## config.mk

```make
export PLATFORM = sky130hd
export DESIGN_NAME = bus_arbiter
export DESIGN_NICKNAME = d
export VERILOG_FILES = /design/src/rtl/bus_pkg.sv /design/src/rtl/bus_arbiter.sv
export SDC_FILE = /design/constraint.sdc
export NUM_CORES = 1
export LEC_CHECK = 0
export CORE_UTILIZATION = 23
export CTS_BUF_LIST = sky130_fd_sc_hd__clkbuf_4
export CTS_CLUSTER_DIAMETER = 80
export DETAILED_ROUTE_END_ITERATION = 8
export PLACE_DENSITY = 0.77
export SLEW_MARGIN = 40
export SYNTH_ARGS = -nofsm -noshare
export SYNTH_HDL_FRONTEND = slang
export SYNTH_SLANG_ARGS = --single-unit
export TNS_END_PERCENT = 50
```

## constraint.sdc

```tcl
create_clock -name clk -period 1.5 [get_ports clk]
set_clock_uncertainty 0.15 [all_clocks]
set_input_delay 0.3 -clock clk [delete_from_list [all_inputs] [get_ports clk]]
set_output_delay 0.3 -clock clk [all_outputs]
set_load 0.01 [all_outputs]
```

## src/rtl/bus_pkg.sv

```systemverilog
// Shared types and constants for the two-core system bus arbiter.
package bus_pkg;

    localparam int ADDR_W = 9;
    localparam int DATA_W = 8;

    typedef enum logic [2:0] {
        IDLE   = 3'd0,
        GRANT0 = 3'd1,
        GRANT1 = 3'd2
    } bus_state_t;

    localparam logic RW_READ  = 1'b0;
    localparam logic RW_WRITE = 1'b1;

endpackage

```

## src/rtl/bus_arbiter.sv

```systemverilog
// Round-robin arbiter giving one of two cores exclusive access to the memory port.
module bus_arbiter #(
    parameter int ADDR_W = 9,
    parameter int DATA_W = 8
) (
    input  logic              clk,
    input  logic              reset,
    input  logic              core0_request,
    output logic              core0_grant,
    input  logic [DATA_W-1:0] core0_data_in,
    output logic [DATA_W-1:0] core0_data_out,
    input  logic [ADDR_W-1:0] core0_address,
    input  logic              core0_rw,
    input  logic              core1_request,
    output logic              core1_grant,
    input  logic [DATA_W-1:0] core1_data_in,
    output logic [DATA_W-1:0] core1_data_out,
    input  logic [ADDR_W-1:0] core1_address,
    input  logic              core1_rw,
    output logic [ADDR_W-1:0] RAM_address,
    output logic [DATA_W-1:0] RAM_data_in,
    input  logic [DATA_W-1:0] RAM_data_out,
    output logic              rw
);
    import bus_pkg::*;

    bus_state_t state;
    bus_state_t next_state_s;
    logic       last;
    logic       next_last_s;

    // State and last-served registers; last=1 lets core0 win the first tie.
    always_ff @(posedge clk or posedge reset) begin
        if (reset) begin
            state <= IDLE;
            last  <= 1'b1;
        end else begin
            state <= next_state_s;
            last  <= next_last_s;
        end
    end

    // Next-state logic: owner keeps the bus until it drops its request.
    always_comb begin
        next_state_s = IDLE;
        next_last_s  = last;
        case (state)
            IDLE: begin
                if (core0_request && core1_request) begin
                    if (last) begin
                        next_state_s = GRANT0;
                    end else begin
                        next_state_s = GRANT1;
                    end
                end else if (core0_request) begin
                    next_state_s = GRANT0;
                end else if (core1_request) begin
                    next_state_s = GRANT1;
                end else begin
                    next_state_s = IDLE;
                end
            end
            GRANT0: begin
                if (core0_request) begin
                    next_state_s = GRANT0;
                end else begin
                    next_state_s = IDLE;
                    next_last_s  = 1'b0;
                end
            end
            GRANT1: begin
                if (core1_request) begin
                    next_state_s = GRANT1;
                end else begin
                    next_state_s = IDLE;
                    next_last_s  = 1'b1;
                end
            end
            default: begin
                next_state_s = IDLE;
                next_last_s  = last;
            end
        endcase
    end

    // Grants and datapath steering, decoded purely from the current owner.
    always_comb begin
        core0_grant    = 1'b0;
        core1_grant    = 1'b0;
        RAM_address    = {ADDR_W{1'b0}};
        RAM_data_in    = {DATA_W{1'b0}};
        rw             = RW_READ;
        core0_data_out = {DATA_W{1'b0}};
        core1_data_out = {DATA_W{1'b0}};
        case (state)
            GRANT0: begin
                core0_grant    = 1'b1;
                RAM_address    = core0_address;
                RAM_data_in    = core0_data_in;
                rw             = core0_rw;
                core0_data_out = RAM_data_out;
            end
            GRANT1: begin
                core1_grant    = 1'b1;
                RAM_address    = core1_address;
                RAM_data_in    = core1_data_in;
                rw             = core1_rw;
                core1_data_out = RAM_data_out;
            end
            default: begin
                core0_grant = 1'b0;
                core1_grant = 1'b0;
            end
        endcase
    end

endmodule

```

==> metrics.md <==
| Metric | Value |
|---|---|
| Largest net degree at the start of global routing | 14 |
| Number of synthesized flops with an enable pin | 0 |
| DR vias/cell | between 4 and 5 |
| CTS tree | built |
| Layout Nets | around 240 |
| Warnings, synthesis | 0 |
| Outcome | finished with violations |
| Netlist cell types | 19 |
| Reg clk slew, reported paths | 0.04 ns |
| R2R setup slack | -0.03 ns |
| Avg Inst Size Synth | about 8 sq um |
| DIE AREA | approximately 3000 sq um |
| Total Power | ~2.7 mW |
| Synthesized area | around 650 sq um |
| Synth top area cells | a22oi_1, nor2b_1, and2_1 |
| Area leader, netlist | a22oi_1 |
| GP Congestion | 0.793 |
| DIE WIDTH | around 55 microns |
| Proportion of synthesized flip-flops having asynchronous set or reset | 1.00 |
| Via Count | 980 |
| Mapped Cells | 80 |
| Maxcap violations | 0 |
| Final worst slack | -0.405 ns |
| Worst setup EP type | output port |
| Worst Max-Slew Pin Slew | 0.236 ns |
| Crit path launch | state[1] |
| Clock sinks | 3 |
| CTS Buffer Depth | 2 |
| Htree depth | 1 |
| Slew HR | 0.843 |
| Seq/Total Area, Yosys | 0.117 |
| Root buf cell | clkbuf_4 |
| Reg2Reg Depth | 8 |
| DRT Pass-1 Iters | 4 |
| FF+latch count, synth | 3 |
| GRT Total Usage | 0.188 |
| Buffers on Ports | 83 |
| Worst EP arrival | approximately 1.5 ns |
| Critical Path Start Type | flop |
| Latest clock arrival within the worst-skew pair | 0.24 ns |
| Antenna violations before repair | 0 |
| Crit-path max FO | 13 |
| Number of diodes | 0 |
| Area delta synth->final | 169% |
| Fmax | roughly 0.53 GHz |
| Final instance area | 1750 sq um |
| Number of global-route vias before repair | just under 900 |
| Reg-to-Reg End | last |
| Final setup viols | 37 |
| Worst path required time | roughly 1.1 ns |
| Layout cells sized above 1 | 0.571 |
| Die Ht | 55.2 microns |
| Worst vdd ir | between 0.001 and 0.0015 V |
| Min Tclk post-route | 1.90 ns |
| Hold Buf Count CTS | 0 |
| Most frequent cells after synthesis | a22oi_1, nor2b_1, and2_1 |
| Pwr dens | between 1500 and 2000 nW/um^2 |
| First-pass GRT wire length | a little over 4 mm |
| Core area | around 2600 sq um |
| Failing checks | negative setup slack |
| Initial core utilization | 0.253 |
| Leakage | approximately 0.76 nW |
| Critical Setup Path Class | reg2out |
| Routed Antenna Nets | 0 |
| Placed cell areas | about 1600 sq um |
| # fillers | 226 |
| Routed WL | between 3 and 4 mm |
| Slew Viols, Final | 0 |
| Hold Path Class | in2async |
| Total I/O pin count | 84 |
| Post-DP HPWL | roughly 2.2 mm |
| Pre-CTS WS | -0.545 ns |
| # DRC | 0 |
| Final Hold Viols | 0 |
| WHS | 0.0750 ns |
| RSZ-0062 raised after global routing | true |
| Reg-to-reg critical path startpoint | state[1] |
| Drt wl/cell | ~14 microns |
| Primary FF master, synth | dfrtp_1 |
| Std-Cell Rows | 18 |
| Gr ovfl total | 0 |
| Drt initial violations | 8 |
| TritonCTS buffer count | 3 |
| Synth top area share | 0.208 |
| Syn Nets | between 100 and 150 |
| Final period utilization | 1.27 |
[layer usage]
metal | vias up | routed length, microns | global-route usage
met5 | - | 0 | 0
met4 | 0 | 21 | 0.0500
met3 | 2 | 411 | 0.0492
met2 | 47 | 1540 | 0.353
met1 | 448 | 1050 | 0.206
li1 | 483 | - | -
[worst max-delay path, cell delays in order (launching register included)]
cell and delay [ns]:
dfrtp_1 0.37, inv_2 0.08, ha_4 0.19, buf_12 0.14
a22oi_1 0.22, nor2b_2 0.07, buf_2 0.14
[flip-flops by register name, indices dropped and copies added (netlist names)]
name,cells
last,1
state,2
[metrics by stage]
step,setup TNS (ns),std cells,utilization
floorplan,-1.48,80,-
global placement,-16.14,197,0.614
detailed placement,-17.33,197,0.614
CTS,-12.27,209,0.662
global route,-15.00,212,0.682
finish,-12.62,212,0.682
[placed cells by master (no fill, tap or decap), types with 2 or more instances in the layout]
| cell type | count |
|---|---|
| and2_4 | 2 |
| dfrtp_1 | 2 |
| buf_12 | 2 |
| inv_2 | 2 |
| and2_1 | 14 |
| buf_6 | 11 |
| a22oi_2 | 17 |
| nor2b_1 | 8 |
| ha_4 | 5 |
| buf_2 | 33 |
| nor2b_2 | 9 |
| clkbuf_4 | 4 |
| buf_4 | 9 |
| nor3b_2 | 2 |
| clkdlybuf4s50_1 | 47 |
| a21oi_2 | 2 |
[layout make-up]
type / instances / area (sq um) / share of cell area
Clock buffer: 4 / 30.0 / 0.0172
Inverter: 3 / 11.3 / 0.00643
Multi-Input combinational cell: 68 / 689 / 0.394
Sequential cell: 3 / 76.3 / 0.0436
Tap cell: 30 / 37.5 / 0.0214
Timing Repair Buffer: 104 / 906 / 0.518
[timing repair]
item	4_1_cts	5_1_grt
buffers inserted	6	3
setup endpoints to repair	36	38
gates cloned	2	0
pin swaps	4	4
resized for setup	178	7
[kinds of logic (layout without fill, tap and decap cells)]
group           after synthesis  after routing  synth area share
simple gates                 39             39             0.379
compound gates               23             23             0.267
buf+inv                       9            111             0.121
fa+ha+maj                     6              6             0.115
flops                         3              3             0.117
[where the power goes]
group | total, mW | internal [mW] | switching [mW]
sequential | 0.152 | 0.121 | 0.0312
combinational | 2.41 | 1.41 | 1.00
clock | 0.163 | 0.118 | 0.0454
total | 2.73 | 1.65 | 1.08
[worst max-delay path by stage]
stage                endpoint  slack [ns]  cells past startpoint
2_1_floorplan  RAM_address[0]       -0.12                      6
3_3_place_gp               rw       -0.51                      6
3_5_place_dp   RAM_address[0]       -0.54                      6
4_1_cts        RAM_address[1]       -0.42                      6
5_1_grt        RAM_address[7]       -0.48                      6
6_report       RAM_address[4]       -0.40                      6
(Power assumes the default switching activity.)
